<file path="src/rtl/vid_sram_arb_if.sv">
// vid_sram_arb_if: CPU memory port, video word-request port and SRAM pins.
// slave = arbiter side, master = CPU / display / SRAM side.
interface vid_sram_arb_if #(
  parameter int AW = 18
);
  logic          cpu_rd;
  logic          cpu_wr;
  logic [AW-1:0] cpu_adr;
  logic [3:0]    cpu_be;
  logic [31:0]   cpu_wdata;
  logic [31:0]   cpu_rdata;
  logic          cpu_ack;
  logic          cpu_stall;
  logic          vid_req;
  logic [AW-1:0] vid_adr;
  logic [31:0]   vid_data;
  logic          vid_valid;
  logic          vid_ovr;
  logic          vid_ovr_clr;
  logic [AW-1:0] sram_adr;
  logic [31:0]   sram_wdata;
  logic          sram_wdata_en;
  logic          sram_oe_n;
  logic          sram_we_n;
  logic [3:0]    sram_be_n;
  logic [31:0]   sram_rdata;

  modport slave (
    input  cpu_rd, cpu_wr, cpu_adr, cpu_be, cpu_wdata,
    output cpu_rdata, cpu_ack, cpu_stall,
    input  vid_req, vid_adr, vid_ovr_clr,
    output vid_data, vid_valid, vid_ovr,
    output sram_adr, sram_wdata, sram_wdata_en,
    output sram_oe_n, sram_we_n, sram_be_n,
    input  sram_rdata
  );

  modport master (
    output cpu_rd, cpu_wr, cpu_adr, cpu_be, cpu_wdata,
    input  cpu_rdata, cpu_ack, cpu_stall,
    output vid_req, vid_adr, vid_ovr_clr,
    input  vid_data, vid_valid, vid_ovr,
    input  sram_adr, sram_wdata, sram_wdata_en,
    input  sram_oe_n, sram_we_n, sram_be_n,
    output sram_rdata
  );
endinterface

</file>
<file path="src/rtl/vid_sram_arb.sv">
// vid_sram_arb: one 32-bit async SRAM shared by video reads and CPU
// loads/stores. Ports: clk, rst (async, active low), bus (slave).
module vid_sram_arb #(
  parameter int AW = 18
) (
  input  logic          clk,
  input  logic          rst,
  vid_sram_arb_if.slave bus
);

  typedef enum logic [2:0] {
    IDLE,
    VRD,
    CRD,
    CWR1,
    CWR2
  } state_t;

  state_t        st;
  state_t        nxt;
  logic          vid_pend;
  logic [AW-1:0] vid_adr_q;
  logic          vid_any;
  logic          cpu_ok;
  logic          ovr_set;

  // A held request must not be taken again in the cycle its ack shows.
  always_comb begin
    vid_any = bus.vid_req | vid_pend;
    cpu_ok  = ~bus.cpu_ack & ((st == IDLE) | (st == VRD));
    ovr_set = bus.vid_req & vid_pend;
    nxt     = IDLE;
    if (st == CWR1)
      nxt = CWR2;
    else if (vid_any)
      nxt = VRD;
    else if (cpu_ok & bus.cpu_wr)
      nxt = CWR1;
    else if (cpu_ok & bus.cpu_rd)
      nxt = CRD;
  end

  assign bus.cpu_stall = (bus.cpu_rd | bus.cpu_wr) & ~bus.cpu_ack;

  always_ff @(posedge clk or negedge rst) begin
    if (!rst) begin
      st                <= IDLE;
      vid_pend          <= 1'b0;
      vid_adr_q         <= '0;
      bus.vid_ovr       <= 1'b0;
      bus.vid_valid     <= 1'b0;
      bus.vid_data      <= '0;
      bus.cpu_rdata     <= '0;
      bus.cpu_ack       <= 1'b0;
      bus.sram_adr      <= '0;
      bus.sram_wdata    <= '0;
      bus.sram_wdata_en <= 1'b0;
      bus.sram_oe_n     <= 1'b1;
      bus.sram_we_n     <= 1'b1;
      bus.sram_be_n     <= 4'hf;
    end else begin
      st <= nxt;

      if (bus.vid_req)
        vid_adr_q <= bus.vid_adr;

      if (nxt == VRD)
        vid_pend <= 1'b0;
      else if (bus.vid_req)
        vid_pend <= 1'b1;

      // A new overrun beats a coincident clear.
      if (ovr_set)
        bus.vid_ovr <= 1'b1;
      else if (bus.vid_ovr_clr)
        bus.vid_ovr <= 1'b0;

      bus.vid_valid <= (st == VRD);
      if (st == VRD)
        bus.vid_data <= bus.sram_rdata;
      if (st == CRD)
        bus.cpu_rdata <= bus.sram_rdata;
      bus.cpu_ack <= (st == CRD) | (st == CWR2);

      bus.sram_oe_n     <= 1'b1;
      bus.sram_we_n     <= 1'b1;
      bus.sram_be_n     <= 4'hf;
      bus.sram_wdata_en <= 1'b0;

      unique case (nxt)
        VRD: begin
          // A request arriving now goes straight to the pins.
          bus.sram_adr  <= bus.vid_req ? bus.vid_adr : vid_adr_q;
          bus.sram_oe_n <= 1'b0;
          bus.sram_be_n <= 4'h0;
        end
        CRD: begin
          bus.sram_adr  <= bus.cpu_adr;
          bus.sram_oe_n <= 1'b0;
          bus.sram_be_n <= 4'h0;
        end
        CWR1, CWR2: begin
          bus.sram_adr      <= bus.cpu_adr;
          bus.sram_wdata    <= bus.cpu_wdata;
          bus.sram_wdata_en <= 1'b1;
          bus.sram_be_n     <= ~bus.cpu_be;
          bus.sram_we_n     <= (nxt == CWR1);
        end
        default: ;
      endcase
    end
  end

endmodule

</file>
<file path="src/flat_wrapper.sv">
// flat-port wrapper written by rule: the top's interface ports become plain ports
module vid_sram_arb_flat 
#(
  parameter int AW = 18
)
  (clk, rst, bus_cpu_rd, bus_cpu_wr, bus_cpu_adr, bus_cpu_be, bus_cpu_wdata, bus_cpu_rdata, bus_cpu_ack, bus_cpu_stall, bus_vid_req, bus_vid_adr, bus_vid_ovr_clr, bus_vid_data, bus_vid_valid, bus_vid_ovr, bus_sram_adr, bus_sram_wdata, bus_sram_wdata_en, bus_sram_oe_n, bus_sram_we_n, bus_sram_be_n, bus_sram_rdata);
  vid_sram_arb_if #(.AW(AW)) bus_i ();
  input  logic clk;
  input  logic rst;
  input wire logic [$bits(bus_i.cpu_rd)-1:0] bus_cpu_rd;
  input wire logic [$bits(bus_i.cpu_wr)-1:0] bus_cpu_wr;
  input wire logic [$bits(bus_i.cpu_adr)-1:0] bus_cpu_adr;
  input wire logic [$bits(bus_i.cpu_be)-1:0] bus_cpu_be;
  input wire logic [$bits(bus_i.cpu_wdata)-1:0] bus_cpu_wdata;
  output wire logic [$bits(bus_i.cpu_rdata)-1:0] bus_cpu_rdata;
  output wire logic [$bits(bus_i.cpu_ack)-1:0] bus_cpu_ack;
  output wire logic [$bits(bus_i.cpu_stall)-1:0] bus_cpu_stall;
  input wire logic [$bits(bus_i.vid_req)-1:0] bus_vid_req;
  input wire logic [$bits(bus_i.vid_adr)-1:0] bus_vid_adr;
  input wire logic [$bits(bus_i.vid_ovr_clr)-1:0] bus_vid_ovr_clr;
  output wire logic [$bits(bus_i.vid_data)-1:0] bus_vid_data;
  output wire logic [$bits(bus_i.vid_valid)-1:0] bus_vid_valid;
  output wire logic [$bits(bus_i.vid_ovr)-1:0] bus_vid_ovr;
  output wire logic [$bits(bus_i.sram_adr)-1:0] bus_sram_adr;
  output wire logic [$bits(bus_i.sram_wdata)-1:0] bus_sram_wdata;
  output wire logic [$bits(bus_i.sram_wdata_en)-1:0] bus_sram_wdata_en;
  output wire logic [$bits(bus_i.sram_oe_n)-1:0] bus_sram_oe_n;
  output wire logic [$bits(bus_i.sram_we_n)-1:0] bus_sram_we_n;
  output wire logic [$bits(bus_i.sram_be_n)-1:0] bus_sram_be_n;
  input wire logic [$bits(bus_i.sram_rdata)-1:0] bus_sram_rdata;
  assign bus_i.cpu_rd = bus_cpu_rd;
  assign bus_i.cpu_wr = bus_cpu_wr;
  assign bus_i.cpu_adr = bus_cpu_adr;
  assign bus_i.cpu_be = bus_cpu_be;
  assign bus_i.cpu_wdata = bus_cpu_wdata;
  assign bus_cpu_rdata = bus_i.cpu_rdata;
  assign bus_cpu_ack = bus_i.cpu_ack;
  assign bus_cpu_stall = bus_i.cpu_stall;
  assign bus_i.vid_req = bus_vid_req;
  assign bus_i.vid_adr = bus_vid_adr;
  assign bus_i.vid_ovr_clr = bus_vid_ovr_clr;
  assign bus_vid_data = bus_i.vid_data;
  assign bus_vid_valid = bus_i.vid_valid;
  assign bus_vid_ovr = bus_i.vid_ovr;
  assign bus_sram_adr = bus_i.sram_adr;
  assign bus_sram_wdata = bus_i.sram_wdata;
  assign bus_sram_wdata_en = bus_i.sram_wdata_en;
  assign bus_sram_oe_n = bus_i.sram_oe_n;
  assign bus_sram_we_n = bus_i.sram_we_n;
  assign bus_sram_be_n = bus_i.sram_be_n;
  assign bus_i.sram_rdata = bus_sram_rdata;
  vid_sram_arb #(.AW(AW)) u_core (.clk(clk), .rst(rst), .bus(bus_i));
endmodule
</file>
<file path="config.mk">
export PLATFORM = sky130hd
export DESIGN_NAME = vid_sram_arb_flat
export DESIGN_NICKNAME = d
export VERILOG_FILES = /design/src/rtl/vid_sram_arb_if.sv /design/src/rtl/vid_sram_arb.sv /design/src/flat_wrapper.sv
export SDC_FILE = /design/constraint.sdc
export NUM_CORES = 1
export LEC_CHECK = 0
export BUFFER_PORTS_ARGS = -buffer_cell sky130_fd_sc_hd__clkbuf_2
export CORE_MARGIN = 2
export CORE_UTILIZATION = 45
export CTS_BUF_LIST = sky130_fd_sc_hd__clkbuf_8
export CTS_CLUSTER_SIZE = 20
export DETAILED_ROUTE_END_ITERATION = 10
export PLACE_DENSITY = 0.78
export SLEW_MARGIN = 30
export SYNTH_ARGS = -nofsm -noshare
export SYNTH_HDL_FRONTEND = slang
export SYNTH_SLANG_ARGS = --single-unit
</file>
<file path="constraint.sdc">
create_clock -name clk -period 1.9 [get_ports clk]
set_clock_uncertainty 0.05 [all_clocks]
set_input_delay 0.095 -clock clk [delete_from_list [all_inputs] [get_ports clk]]
set_output_delay 0.095 -clock clk [all_outputs]
set_load 0.02 [all_outputs]
</file>
==> flow_summary.ini, run 1 <==
[status]
status = complete, no violations

[global_routing]
grt_pass1_wl_microns = 23600
grt_overflow = 0
grt_pass1_vias = 4884
grt_usage_pct = 23.2
antenna_found_initial = 0
grt_max_degree = 55

[power_and_ir_drop]
combPwrFrac_pct = 43.8
leakagePower_nw = 4.15
seq_power_share_pct = 38.5
p_int_mw = 8.35
p_per_area_nw_per_um2 = 1570
ir_drop_v = 0.00106
switching_power_mw = 5.26
total_power_mw = 13.6
power.share.clock_pct = 17.7
switching_share_pct = 38.6

[synth]
synth-seq-cells = 146
netlist-cell-type-count = 27
synth_area_per_cell_sq_um = 16.2
syn_inst = 344
syn_nets = 454
synth_top_area_share_pct = 62.8
synth_common_cells = dfrtp_1, mux2_2, mux2_1, nor3b_1
synthFlopType = dfrtp_1
synth.most_common_cell = dfrtp_1
yosysSeqAreaShare_pct = 65.6
synth_area_sq_um = 5580
ys_top_cells_by_area = dfrtp_1, mux2_2, mux2_1
yosys_warnings = 0
async_flop_share_pct = 100
yosysTopAreaCell = dfrtp_1
synth_edf_count = 0

[sta]
max_freq_mhz = 531
finalHoldViolCount = 0
rsz0062_at_grt = yes
slew_violations = 0
setup_tns_ns = 0
tightest_slew_ns = 0.513
setup_viol = 0
timing.final.crit_share_pct = 99.2
maxSlewHeadroom_pct = 65.8
holdWs_ns = 0.0587
min_period_ns = 1.88
fin_ws_ns = 0.0152

[die]
io_pins = 235
die_w_microns = 115
start_util_pct = 46.2
dieHeight_microns = 115
dieArea_sq_um = 13300
core_area_sq_um = 12100
core.rowCount = 40

[critical_path]
crit_chain = or4_4 -> o21a_4 -> inv_8 -> buf_6 -> mux2_1
startpoint_type = flip-flop
critPathKind = flip-flop to flip-flop
cp.arrival_ns = 2.15
crit_path_max_fanout = 6
crit_path_end_kind = flip-flop
required_ns = 2.16
critPathMaxStageDelay_ns = 0.54
slowest_stage = or4_4

[place]
place_ws_ns = 0.00239
hpwl_microns = 9500
gp_congestion = 0.805
io_buffer_count = 234
place_inst = 753

[layout]
drive_gt1_share_pct = 56.5
layout.nets = 823
area_delta_synth_final_pct = 54.9
fin_cells = 895

[route]
via_count = 4392
drc = 0
avgRoutedWirePerCell_microns = 17.4
drtPass1Iterations = 4
postRouteAntennaNets = 0
drtIter0Drc = 214
wirelength_microns = 15500
viasPerCell = 4.91

[cts]
clk_path_buf_depth = 2
cts-root-buf = clkbuf_8
cts_post_setup_buffers_inserted = 0
worstSkewPairLatency_ns = 0.44
cts_buffers = 17
cts_tree = built
path_clk_slew_ns = 0.08
cts_max_level = 4
clkSinkCount = 146

[worst_hold_path]
hp-class = primary input to flip-flop

[run]
max_cap_viol_count = 0
path summary, 6_finish.rpt:
check	to	cells after the start	slack, ns	startpoint
worst max-delay path	u_core.bus.sram_wdata[19]$_DFFE_PN0P_	5	0.02	u_core.vid_pend$_DFFE_PN0P_
worst min-delay path	u_core.st[1]$_DFF_PN0_	4	0.06	bus_vid_req
worst max register to register	u_core.bus.sram_wdata[19]$_DFFE_PN0P_	5	0.02	u_core.vid_pend$_DFFE_PN0P_
worst min register to register	u_core.bus.sram_wdata[13]$_DFFE_PN0P_	1	0.44	u_core.bus.sram_wdata[13]$_DFFE_PN0P_
max in group asynchronous	u_core.bus.cpu_rdata[4]$_DFFE_PN0N_	3	1.00	rst
min in group asynchronous	u_core.bus.vid_data[17]$_DFFE_PN0P_	2	0.13	rst
cells by family (layout without fill, tap and decap cells):
group / after synthesis / in the layout / share of synthesized area [%]
flops: 146 / 146 / 65.6
mux: 114 / 114 / 23.0
simple gates: 32 / 32 / 3.75
compound gates: 29 / 29 / 5.05
buf+inv: 22 / 404 / 2.40
xor+xnor: 1 / 1 / 0.157
other cells: 0 / 1 / 0
final cells by class:
type	count	area, sq um
clock inverters	12	115
inverters	4	22.5
clock buffers	20	275
flip-flops and latches	146	3660
well taps	168	210
multi-input cells	176	1820
repair buffers	368	2530
diodes	1	2.50
fillers	769	3420
power by group through the flow:
stage | registers, mW | logic (mW) | clock network, mW
final | 5.24 | 5.96 | 2.40
after CTS | 5.18 | 5.81 | 2.43
after global placement | 5.15 | 5.49 | 0
after global routing | 5.38 | 6.33 | 2.60
after detailed placement | 5.21 | 5.63 | 0
after floorplan | 6.75 | 1.93 | 0
cells in the final DEF (no fill, tap or decap), drive strengths merged, types with 2 or more instances in the layout:
| cell | count |
|---|---|
| nor2 | 7 |
| nor3b | 19 |
| clkbuf | 254 |
| inv | 8 |
| mux2 | 114 |
| buf | 27 |
| dlygate4sd3 | 107 |
| a221o | 18 |
| clkinvlp | 2 |
| dfstp | 6 |
| clkinv | 4 |
| bufinv | 2 |
| dfrtp | 140 |
| o21ai | 5 |
layer usage:
layer  up-vias  routed length [microns]  track usage [%]
met5         -                        0                0
met4         0                      210             6.75
met3        20                     1040             8.07
met2       180                     8210             41.6
met1      2207                     6070             26.0
li1       1985                        -                -
registers in the layout, summed over array words and instances, names as in the netlist:
signal,count
u_core.bus.cpu_rdata,32
u_core.vid_pend,1
u_core.bus.sram_be_n,4
u_core.bus.vid_valid,1
u_core.bus.sram_oe_n,1
u_core.vid_adr_q,18
u_core.bus.sram_wdata_en,1
u_core.bus.sram_we_n,1
u_core.bus.vid_data,32
u_core.st,3
u_core.bus.sram_wdata,32
u_core.bus.cpu_ack,1
u_core.bus.sram_adr,18
u_core.bus.vid_ovr,1
metrics by stage:
| step | util (%) | cell area [sq um] |
|---|---|---|
| 3_3_place_gp | 59.0 | 7110 |
| 3_5_place_dp | 59.0 | 7110 |
| 5_1_grt | 71.6 | 8640 |
| 4_1_cts | 71.1 | 8580 |
| 2_1_floorplan | - | 5580 |
| 6_report | 71.6 | 8640 |
timing repair:
item                       CTS  global route
setup endpoints to repair   18            19
hold endpoints to repair   259             0
hold buffers               107             0
gates cloned                 0             2
pin swaps                    0             0
gates resized for setup      2             7
worst max-delay path: cells and delay by family, from the launching register on:
| kind | cells | cell delay (ns) |
|---|---|---|
| compound gates | 1 | 0.23 |
| buf+inv | 2 | 0.20 |
| flops | 1 | 0.38 |
| mux | 1 | 0.35 |
| simple gates | 1 | 0.54 |
No activity file was read; power rests on OpenSTA's default activity.
==> inputs of run 2 (changes only) <==
Settings changed: BUFFER_PORTS_ARGS -buffer_cell sky130_fd_sc_hd__clkbuf_2 to not set, CTS_BUF_LIST sky130_fd_sc_hd__clkbuf_8 to sky130_fd_sc_hd__clkbuf_4 sky130_fd_sc_hd__clkbuf_8 sky130_fd_sc_hd__clkbuf_16, DONT_BUFFER_PORTS set to 1, PLACE_DENSITY 0.78 to 0.61.
==> run 2 against run 1 <==
Against the previous run: the flow now stops in 4_1_cts; synthesized cell count stayed put; area after synthesis stayed put.
==> flow_summary.ini, run 2 <==
[cts]
cts_buffers = 17
clkSinkCount = 146
cts_post_setup_buffers_inserted = 0
post_cts_resized = 0
clk_path_buf_depth = 2
cts-root-buf = clkbuf_16
cts_max_level = 4
ctsHoldBuffers = 110

[synth]
synth_edf_count = 0
yosysTopAreaCell = dfrtp_1
syn_nets = 454
yosysSeqAreaShare_pct = 65.6
synthFlopType = dfrtp_1
async_flop_share_pct = 100
yosys_warnings = 0
syn_inst = 344
synth_area_per_cell_sq_um = 16.2
synth.most_common_cell = dfrtp_1
synth-seq-cells = 146
synth_area_sq_um = 5580
netlist-cell-type-count = 27
synth_common_cells = dfrtp_1, mux2_2, mux2_1, nor3b_1
synth_top_area_share_pct = 62.8
ys_top_cells_by_area = dfrtp_1, mux2_2, mux2_1

[die]
dieHeight_microns = 115
start_util_pct = 46.2
io_pins = 235
core.rowCount = 40
die_w_microns = 115

[place]
io_buffer_count = 0
gp_congestion = 0.763
hpwl_microns = 8040

[status]
failing_step = 4_1_cts
firstError = [ERROR RSZ-0060] Max buffer count reached.
status = stopped before the end
[run 2: cell counts after synthesis]
No cell type changed its count.
[run 2: logic make-up after synthesis]
family          Yosys count  synth area share, %
flops                   146                 65.6
mux                     114                 23.0
simple gates             32                 3.75
compound gates           29                 5.05
buf+inv                  22                 2.40
xor+xnor                  1                0.157
[run 2: stage by stage]
step	cell area, sq um	worst slack, ns	hold slack [ns]	instances	util, %
2_1_floorplan	5580	0.0204	-0.251	344	-
3_3_place_gp	5890	0.0524	-0.247	511	48.8
3_5_place_dp	5890	0.00756	-0.245	511	48.8
==> inputs of run 3 (changes only) <==
Settings changed: CORE_UTILIZATION 45 to 30, CTS_BUF_LIST sky130_fd_sc_hd__clkbuf_4 sky130_fd_sc_hd__clkbuf_8 sky130_fd_sc_hd__clkbuf_16 to not set, CTS_CLUSTER_SIZE 20 to not set, PLACE_DENSITY 0.61 to not set, PLACE_DENSITY_LB_ADDON set to 0.15.
Clock period 1.9 ns to 2.45 ns, I/O delays scaled along.
==> run 3 against run 2 <==
Against the previous run: the run again fails in 4_1_cts; area after synthesis unchanged; synthesized cell count unchanged.
==> flow_summary.ini, run 3 <==
[status]
status = stopped before the end
failing_step = 4_1_cts
firstError = [ERROR RSZ-0060] Max buffer count reached.

[place]
place_ws_ns = 0.322
io_buffer_count = 0
gp_congestion = 0.742
hpwl_microns = 8550

[synth]
synthFlopType = dfrtp_1
syn_inst = 344
synth_common_cells = dfrtp_1, mux2_2, mux2_1, nor3b_1
yosysSeqAreaShare_pct = 65.6
synth_area_per_cell_sq_um = 16.2
ys_top_cells_by_area = dfrtp_1, mux2_2, mux2_1
async_flop_share_pct = 100
netlist-cell-type-count = 27
synth_top_area_share_pct = 62.8
syn_nets = 454
synth_edf_count = 0
yosys_warnings = 0
synth.most_common_cell = dfrtp_1
synth_area_sq_um = 5580
synth-seq-cells = 146
yosysTopAreaCell = dfrtp_1

[die]
dieHeight_microns = 140
io_pins = 235
start_util_pct = 30.8
die_w_microns = 140
core.rowCount = 49

[cts]
cts-root-buf = clkbuf_16
clkSinkCount = 146
cts_max_level = 4
post_cts_resized = 0
ctsHoldBuffers = 119
clk_path_buf_depth = 2
cts_buffers = 17
cts_post_setup_buffers_inserted = 0
[run 3: cell counts after synthesis]
No cell type changed its count.
[run 3: logic make-up after synthesis]
kind of cell,after synthesis,synth area share [%]
compound gates,29,5.05
xor+xnor,1,0.157
buf+inv,22,2.40
flops,146,65.6
mux,114,23.0
simple gates,32,3.75
[run 3: metrics by stage]
step | area, sq um | std cells
after floorplan | 5580 | 344
after global placement | 5840 | 562
after detailed placement | 5840 | 562
